==> src/rtl/tx_frontend_lite.sv <==
// TX analog frontend correction: IQ mapping, IQ imbalance pre-compensation, DC offset, fs/4 up-conversion.
// Define TX_FRONTEND_LITE_IQ_COMP_EN to build the IQ imbalance multipliers; otherwise stage 2 is a plain register.
module tx_frontend_lite #(
   parameter logic [7:0] SR_MAG_CORRECTION = 8'd0,
   parameter logic [7:0] SR_PHASE_CORRECTION = 8'd1,
   parameter logic [7:0] SR_OFFSET_I = 8'd2,
   parameter logic [7:0] SR_OFFSET_Q = 8'd3,
   parameter logic [7:0] SR_IQ_MAPPING = 8'd4,
   parameter logic [7:0] SR_HET_PHASE_INCR = 8'd5
) (
   input  logic               clk,
   input  logic               reset_n,
   input  logic               sync_in,
   input  logic               set_stb,
   input  logic [7:0]         set_addr,
   input  logic [31:0]        set_data,
   input  logic               tx_stb,
   input  logic signed [15:0] tx_i,
   input  logic signed [15:0] tx_q,
   output logic               dac_stb,
   output logic signed [15:0] dac_i,
   output logic signed [15:0] dac_q
);

   function automatic logic signed [15:0] sat16(input logic signed [35:0] v);
      if (v > 36'sd32767) begin
         return 16'sh7fff;
      end else if (v < -36'sd32768) begin
         return 16'sh8000;
      end else begin
         return v[15:0];
      end
   endfunction

   function automatic logic signed [15:0] neg16(input logic signed [15:0] v);
      return (v == 16'sh8000) ? 16'sh7fff : -v;
   endfunction

`ifdef TX_FRONTEND_LITE_IQ_COMP_EN
   logic signed [17:0] mag_r;
   logic signed [17:0] phase_r;
`endif
   logic signed [15:0] off_i_r;
   logic signed [15:0] off_q_r;
   logic [7:0]         map_r;
   logic               het_dir_r;

   logic               s1_vld_r, s2_vld_r, s3_vld_r;
   logic signed [15:0] s1_i_r, s1_q_r, s2_i_r, s2_q_r, s3_i_r, s3_q_r;
   logic signed [15:0] s1_i_s, s1_q_s, s2_i_s, s2_q_s, s3_i_s, s3_q_s, s4_i_s, s4_q_s;
   logic signed [15:0] swp_i_s, swp_q_s, rot_i_s, rot_q_s;
   logic signed [35:0] dc_i_s, dc_q_s;
   logic [1:0]         p_r, p_eff_s, p_next_s;
   logic               byp_s, upc_s, real_s;
   logic               unused_s;

   assign byp_s  = map_r[7];
   assign upc_s  = map_r[4] & ~map_r[7];
   assign real_s = map_r[1] & ~map_r[7];
   assign unused_s = ^{set_data[31:16], map_r[6:5]};

   // Settings bus register file; unmatched addresses leave every register untouched
   always_ff @(posedge clk or negedge reset_n) begin
      if (!reset_n) begin
`ifdef TX_FRONTEND_LITE_IQ_COMP_EN
         mag_r     <= 18'sd0;
         phase_r   <= 18'sd0;
`endif
         off_i_r   <= 16'sd0;
         off_q_r   <= 16'sd0;
         map_r     <= 8'd0;
         het_dir_r <= 1'b0;
      end else if (set_stb) begin
         case (set_addr)
`ifdef TX_FRONTEND_LITE_IQ_COMP_EN
            SR_MAG_CORRECTION:   mag_r     <= set_data[17:0];
            SR_PHASE_CORRECTION: phase_r   <= set_data[17:0];
`endif
            SR_OFFSET_I:         off_i_r   <= set_data[15:0];
            SR_OFFSET_Q:         off_q_r   <= set_data[15:0];
            SR_IQ_MAPPING:       map_r     <= set_data[7:0];
            SR_HET_PHASE_INCR:   het_dir_r <= set_data[0];
            default:             het_dir_r <= het_dir_r;
         endcase
      end
   end

   // Stage 1: swap first, then saturating inversion
   always_comb begin
      swp_i_s = map_r[0] ? tx_q : tx_i;
      swp_q_s = map_r[0] ? tx_i : tx_q;
      if (byp_s) begin
         s1_i_s = tx_i;
         s1_q_s = tx_q;
      end else begin
         s1_i_s = map_r[3] ? neg16(swp_i_s) : swp_i_s;
         s1_q_s = map_r[2] ? neg16(swp_q_s) : swp_q_s;
      end
   end

`ifdef TX_FRONTEND_LITE_IQ_COMP_EN
   logic signed [33:0] prod_i_s, prod_q_s;
   logic signed [35:0] cmp_i_s, cmp_q_s;

   // Stage 2: both corrections are driven by I1 (Q gets the phase cross-term)
   always_comb begin
      prod_i_s = 34'(mag_r) * 34'(s1_i_r);
      prod_q_s = 34'(phase_r) * 34'(s1_i_r);
      cmp_i_s  = 36'(s1_i_r) + 36'(prod_i_s >>> 5'd17);
      cmp_q_s  = 36'(s1_q_r) + 36'(prod_q_s >>> 5'd17);
      if (byp_s) begin
         s2_i_s = s1_i_r;
         s2_q_s = s1_q_r;
      end else begin
         s2_i_s = sat16(cmp_i_s);
         s2_q_s = sat16(cmp_q_s);
      end
   end
`else
   assign s2_i_s = s1_i_r;
   assign s2_q_s = s1_q_r;
`endif

   // Stage 3: saturating DC offset
   always_comb begin
      dc_i_s = 36'(s2_i_r) + 36'(off_i_r);
      dc_q_s = 36'(s2_q_r) + 36'(off_q_r);
      if (byp_s) begin
         s3_i_s = s2_i_r;
         s3_q_s = s2_q_r;
      end else begin
         s3_i_s = sat16(dc_i_s);
         s3_q_s = sat16(dc_q_s);
      end
   end

   // Stage 4: fs/4 rotation; sync_in zeroes the phase for the sample in this stage
   always_comb begin
      p_eff_s = sync_in ? 2'd0 : p_r;
      if (s3_vld_r && upc_s) begin
         p_next_s = p_eff_s + (het_dir_r ? 2'd3 : 2'd1);
      end else begin
         p_next_s = p_eff_s;
      end
      case (p_eff_s)
         2'd0: begin rot_i_s = s3_i_r;        rot_q_s = s3_q_r;        end
         2'd1: begin rot_i_s = neg16(s3_q_r); rot_q_s = s3_i_r;        end
         2'd2: begin rot_i_s = neg16(s3_i_r); rot_q_s = neg16(s3_q_r); end
         2'd3: begin rot_i_s = s3_q_r;        rot_q_s = neg16(s3_i_r); end
         default: begin rot_i_s = s3_i_r;     rot_q_s = s3_q_r;        end
      endcase
      if (upc_s) begin
         s4_i_s = rot_i_s;
         s4_q_s = rot_q_s;
      end else begin
         s4_i_s = s3_i_r;
         s4_q_s = s3_q_r;
      end
      if (real_s) begin
         s4_q_s = 16'sd0;
      end else begin
         s4_q_s = s4_q_s;
      end
   end

   // Pipeline: valid bits shift every cycle, data only moves with its valid bit
   always_ff @(posedge clk or negedge reset_n) begin
      if (!reset_n) begin
         s1_vld_r <= 1'b0;
         s2_vld_r <= 1'b0;
         s3_vld_r <= 1'b0;
         dac_stb  <= 1'b0;
         s1_i_r   <= 16'sd0;
         s1_q_r   <= 16'sd0;
         s2_i_r   <= 16'sd0;
         s2_q_r   <= 16'sd0;
         s3_i_r   <= 16'sd0;
         s3_q_r   <= 16'sd0;
         dac_i    <= 16'sd0;
         dac_q    <= 16'sd0;
         p_r      <= 2'd0;
      end else begin
         s1_vld_r <= tx_stb;
         s2_vld_r <= s1_vld_r;
         s3_vld_r <= s2_vld_r;
         dac_stb  <= s3_vld_r;
         p_r      <= p_next_s;
         if (tx_stb) begin
            s1_i_r <= s1_i_s;
            s1_q_r <= s1_q_s;
         end
         if (s1_vld_r) begin
            s2_i_r <= s2_i_s;
            s2_q_r <= s2_q_s;
         end
         if (s2_vld_r) begin
            s3_i_r <= s3_i_s;
            s3_q_r <= s3_q_s;
         end
         if (s3_vld_r) begin
            dac_i <= s4_i_s;
            dac_q <= s4_q_s;
         end
      end
   end

endmodule

==> config.mk <==
export PLATFORM = sky130hd
export DESIGN_NAME = tx_frontend_lite
export DESIGN_NICKNAME = d
export VERILOG_FILES = /design/src/rtl/tx_frontend_lite.sv
export SDC_FILE = /design/constraint.sdc
export NUM_CORES = 1
export LEC_CHECK = 0
export CAP_MARGIN = 0
export CORE_MARGIN = 2
export CORE_UTILIZATION = 45
export DETAILED_ROUTE_END_ITERATION = 6
export MAX_ROUTING_LAYER = met4
export PLACE_DENSITY = 0.74
export SYNTH_ARGS = -nofsm -noshare
export SYNTH_HDL_FRONTEND = slang
export SYNTH_SLANG_ARGS = --single-unit
==> constraint.sdc <==
create_clock -name clk -period 4.5 [get_ports clk]
set_input_delay 0.9 -clock clk [delete_from_list [all_inputs] [get_ports clk]]
set_output_delay 0.9 -clock clk [all_outputs]
set_load 0.03 [all_outputs]
After elaboration in Yosys (flattened, before gate mapping)
Cells that the tools add are included.
- output and inout bits: 33
- bits of input ports: 77
- bits in registers: 175
- muxes and demuxes: 24
- equality and inequality tests: 11
- add/sub/neg operators: 7
- bitwise gates (word level): 3
- $lt $le $gt $ge: 4
- reductions and logical operators: 6
- operators by type and width (cell ; count):
    16-bit 2-to-1 mux ; 19
    16-bit case mux with 4 select lines ; 2
    16-bit equality test, second input constant ; 4
    16-bit negator ; 4
    16-bit by 16-bit adder with 17-bit output ; 2
    17-bit by 16-bit greater-than comparator with 1-bit output, second input constant ; 2
    17-bit by 16-bit < comparator with 1-bit output, second input constant ; 2
    8-bit by 2-bit equality test with 1-bit output, second input constant ; 2
    8-bit by 3-bit equality test with 1-bit output, second input constant ; 2
    2-bit AND reduction ; 4
    2-bit 2-to-1 mux ; 3
    2-bit equality test, second input constant ; 2
    2-bit adder ; 1
    1-bit bitwise AND ; 2
    2-bit by 1-bit equality test with 1-bit output, second input constant ; 1
    2-bit zero test ; 1
    1-bit logical AND ; 1
    1-bit NOT ; 1

Longest topological paths before layout
- depth after elaboration: 5
- depth in mapped cells: 15
- depth with buffers taken out: 10

Least setup slack after synthesis
No wires, ideal clock.
- kind: register -> register
- start point: register map_r[0]
- end point: register s1_q_r[5]
- slack: 1.046 ns
- stages on the path, launching flop included: 15
- library setup time: 0.077 ns
- path buffers: 7
- clock period less this slack: 3.454 ns
- arrival time: 3.377 ns
- cells stage by stage: dfrtp_1 buf_6 buf_2 buf_2 buf_2 buf_2 buf_2 mux2i_1 ha_1 o21ai_0 or4_4 o31ai_4 buf_8 o221ai_1 o21ai_1
- longest elaborated chain between the ends: 5
- elaborated cells between the ends (all ways): 6
- those cells by class: add/sub (1); eq/ne (1); mux (4)
- ends and longest elaborated chain (what ; RTL line ; source):
    from (decl) ; 45 ; logic [7:0] map_r;
    from (signal assigned) ; 81 ; SR_IQ_MAPPING: map_r <= set_data[7:0];
    16-bit 2-to-1 mux * ; 91 ; swp_q_s = map_r[0] ? tx_i : tx_q;
    16-bit negator / 16-bit equality test (equally long branches) ; 36 ; return (v == 16'sh8000) ? 16'sh7fff : -v;
    16-bit 2-to-1 mux ; 36 ;
    16-bit 2-to-1 mux * ; 97 ; s1_q_s = map_r[2] ? neg16(swp_q_s) : swp_q_s;
    16-bit 2-to-1 mux * ; 92 ; if (byp_s) begin
    to (signal assigned) ; 190 ; s1_q_r <= s1_q_s;
    to (decl) ; 49 ; logic signed [15:0] s1_i_r, s1_q_r, s2_i_r, s2_q_r, s3_i_r, s3_q_r;
Every way passes the cells marked *; elsewhere a longest branch is shown, timed or not.
A chain may end at the register's enable or synchronous reset.

Worst setup path in the final report
- start point: register s3_i_r[0]
- end point: register dac_q[3]
- longest elaborated chain between the ends: 5
- elaborated cells between the ends (all ways): 6
- those cells by class: add/sub (1); eq/ne (1); mux (4)
- ends and longest elaborated chain (what ; RTL line ; source):
    from (decl) ; 49 ;
    from (signal assigned) ; 197 ; s3_i_r <= s3_i_s;
    16-bit negator / 16-bit equality test (equally long branches) ; 36 ;
    16-bit 2-to-1 mux * ; 36 ;
    16-bit case mux with 4 select lines * ; 145 ; case (p_eff_s)
    16-bit 2-to-1 mux * ; 152 ; if (upc_s) begin
    16-bit 2-to-1 mux * ; 159 ; if (real_s) begin
    to (signal assigned) ; 202 ; dac_q <= s4_q_s;
    to (decl) ; 22 ; output logic signed [15:0] dac_q
Marks and branches as above.

==> impl_results.md <==
* Die Ht at 166 um
* # clock sinks at 173
* WP data required at 4.85 ns
* Die area at between 0.02 and 0.03 mm^2
* LEAKAGE at approximately 5.5 nW
* Status: complete, no violations
* Syn Std Cell Area at 0.0119 mm^2
* Vias in the first global route at 10,000
* N_diodes at 0
* Hold WC Path Type: register to register
* Hold_buf cts at 0
* Synthesis-to-finish area growth at 15.1%
* Period utilization at 80.2%
* Iteration-0 DRC Markers at 912
* Setup violators final at 0
* Routed length per instance at 20.1 um
* Clk_lat worst skew at 0.44 ns
* HPWL after DPL at 25,000 um
* Vias per inst at 6.19
* Total number of vias at 10,500
* Seq/Total Area, Yosys at 36.5%
* Crit. End Element: register
* Count of flip-flops with a built-in enable after synthesis at 0
* Antenna Violating Nets Remaining at 0
* CTS Buffer Depth at 2
* Placeable Area at 0.0260 mm^2
* Mean Syn Cell Area at 9.19 um^2
* Most used DFF post-synth: dfrtp_1
* Min Tclk post-route at 3.61 ns
* Clock root buffer master: clkbuf_16
* CTS clk-pin slew, worst paths at roughly 0.080 ns
* Post-cts sizing count at 0
* Setup CP Type: register to register
* I/O pin cnt at 110
* Max cap viols at 0
* Crit path DAT at approximately 4 ns
* TritonCTS buffer count at 17
* DRC errors left at 0
* Post-CTS setup repair buffer count at 0
* Skew final at 0.0136 ns
* Ys Warns at 0
* Slew HR at 24.3%
* Endpoints failing hold at 0
* CTS tree: built
* Largest net degree at the start of global routing at 98
* Overflow after GRT at 0
* Fmax at 277 MHz
* CP Launch Type: register
* Fillers at between 2,000 and 2,500
* First-pass GRT wire length at 54,700 um
* Gpl congestion at 0.927
* IO buf count at 93
* Initial Utilization at about 46%
* Fin Setup TNS at 0 ns
* Die Span X at 166 um
* Power density cells at 339 mW/mm^2
* Slew @ Worst Pin at 1.14 ns
* Detailed Routing Iterations Pass 1 at 5
* Initial antenna violation count at 0
* GRT Overall Usage at 25.1%
* Post-synthesis register bit count at 173
* Ys async rst share at 100%
* VDD IR max at a little under 0.3 mV
* Final net count at between 1,000 and 1,500
* RSZ-0062 raised after global routing: false
* DRT Wirelength at 34,000 um
* Row count at 59
* Post-Syn Instances at 1,292
* H-tree Lvls at 4
* Overall Power at 4.64 mW
* Synth Net Count at 1,407
* Distinct cell type count after synthesis at 90
* Share of layout cells above drive strength 1 at 13.6%
* Max Slew Vio Count at 0
* Worst-path fanout max at 12
[critical path: stages (launching register included)]
cell	delay [ns]
dfrtp_1	0.44
inv_1	0.11
ha_1	0.20
nor4b_1	0.69
nand4bb_1	0.67
nor2_8	0.43
nor2_2	0.15
a311oi_1	0.34
o221ai_1	0.31
o21ai_1	0.18
[Yosys cell counts, types with 7 or more instances]
cell type	instances	area share, %
mux2_2	81	7.7
xor2_1	19	1.4
a21oi_1	99	4.2
o21ai_0	114	4.8
o21ai_1	27	1.1
a21o_1	11	0.70
inv_1	64	2.0
nand4_1	8	0.42
nor2b_1	14	0.74
nor4_1	10	0.53
dfrtp_1	173	36
mux2i_1	19	1.6
o22ai_1	7	0.37
a211oi_1	7	0.44
o21a_1	14	0.89
o21bai_1	20	1.3
nand2_1	58	1.8
a31oi_1	14	0.74
buf_1	7	0.22
o31ai_1	22	1.4
nand3_1	16	0.67
o2bb2ai_1	15	1.1
o221ai_2	9	1.1
or3_1	16	0.84
nor3_1	23	0.97
clkbuf_1	61	1.9
xnor2_1	29	2.1
o221ai_1	33	2.4
a2bb2oi_1	7	0.52
o211ai_1	27	1.7
nor3b_1	8	0.51
nand2b_1	20	1.1
nand3b_1	26	1.6
ha_1	36	3.8
nor2_1	67	2.1
buf_2	13	0.55
[cells by family (layout without fill, tap and decap cells)]
family                   after synthesis  count (layout)  synth area share (%)
AO/OA/AOI/OAI                        472             472                  26.7
XOR/XNOR                              48              48                  3.54
adder cells (fa/ha/maj)               38              38                  4.13
buffers and inverters                153             217                  5.39
flip-flops                           173             173                  36.5
multiplexers                         100             100                  9.29
AND/OR/NAND/NOR                      308             308                  14.5
[sequential cells by signal, summed over array words and instances, names as in the netlist, 6 cells and up]
register and flops:
s2_i_r 16, s1_i_r 16, s1_q_r 16, off_q_r 16
map_r 6, s3_q_r 16, dac_q 16, dac_i 16
s2_q_r 16, s3_i_r 16, off_i_r 16
[cell type report]
class,instances,area (um^2),share of cell area [%]
clock buffer,17,425,3.11
inverter,65,244,1.79
timing repair buffer,120,1130,8.27
multi-input combinational,966,6920,50.6
tap,335,419,3.07
clock inverter,15,198,1.45
sequential,173,4330,31.7
[final timing paths]
check	startpoint	end	slack, ns	cells past startpoint
min	dac_q[11]	dac_q[11]	0.48	1
max reg2reg	s3_i_r[0]	dac_q[3]	0.89	9
min in group asynchronous	reset_n	s3_vld_r	0.55	1
max in group asynchronous	reset_n	s1_i_r[10]	3.06	2
min reg2reg	dac_q[11]	dac_q[11]	0.48	1
max	s3_i_r[0]	dac_q[3]	0.89	9
[metal layers]
metal / track usage, % / part of all wire [%]
met5: - / 0
met4: 8.25 / 2.5
met3: 3.49 / 5.4
met2: 41.1 / 48
met1: 32.2 / 44
[power by group]
part | leakage [nW] | switching [mW] | internal (mW)
sequential | 2.13 | 0.223 | 1.73
combinational | 3.12 | 0.648 | 0.504
clock | 0.302 | 0.727 | 0.805
total | 5.54 | 1.60 | 3.04
[layout by cell type, fill, tap and decap left out, types with 6 or more instances in the layout]
master / instances
clkdlybuf4s50_1: 91
o31ai_1: 22
nand3b_1: 26
o21bai_1: 20
a211oi_1: 7
o221ai_2: 9
a21o_1: 11
a31oi_1: 14
o22ai_1: 7
nand3_1: 16
ha_1: 36
nor3b_1: 7
nor2_1: 67
nor4_1: 10
buf_4: 27
mux2_2: 81
o21ai_1: 27
xnor2_1: 29
a21oi_1: 99
nor3_1: 23
o21a_1: 14
o21ai_0: 114
mux2i_1: 19
nand4_1: 8
nand2b_1: 20
dfrtp_1: 172
o221ai_1: 33
xor2_1: 19
a2bb2oi_1: 7
clkbuf_16: 17
nor2b_1: 14
o2bb2ai_1: 15
or3_1: 16
o2111ai_1: 6
nand2_1: 58
o211ai_1: 27
inv_1: 64
[stage by stage]
| step | setup WS (ns) | hold slack, ns | area [um^2] | utilization (%) | std cells |
|---|---|---|---|---|---|
| 4_1_cts | 0.969 | 0.485 | 13700 | 52.6 | 1691 |
| 2_1_floorplan | 1.05 | 0.352 | 11900 | - | 1292 |
| 5_1_grt | 0.796 | 0.510 | 13700 | 52.6 | 1691 |
| 3_3_place_gp | 0.821 | 0.463 | 13000 | 50.2 | 1659 |
| 3_5_place_dp | 0.794 | 0.468 | 13000 | 50.2 | 1659 |
| 6_report | 0.890 | 0.481 | 13700 | 52.6 | 1691 |
No activity file was read; power rests on OpenSTA's default activity.
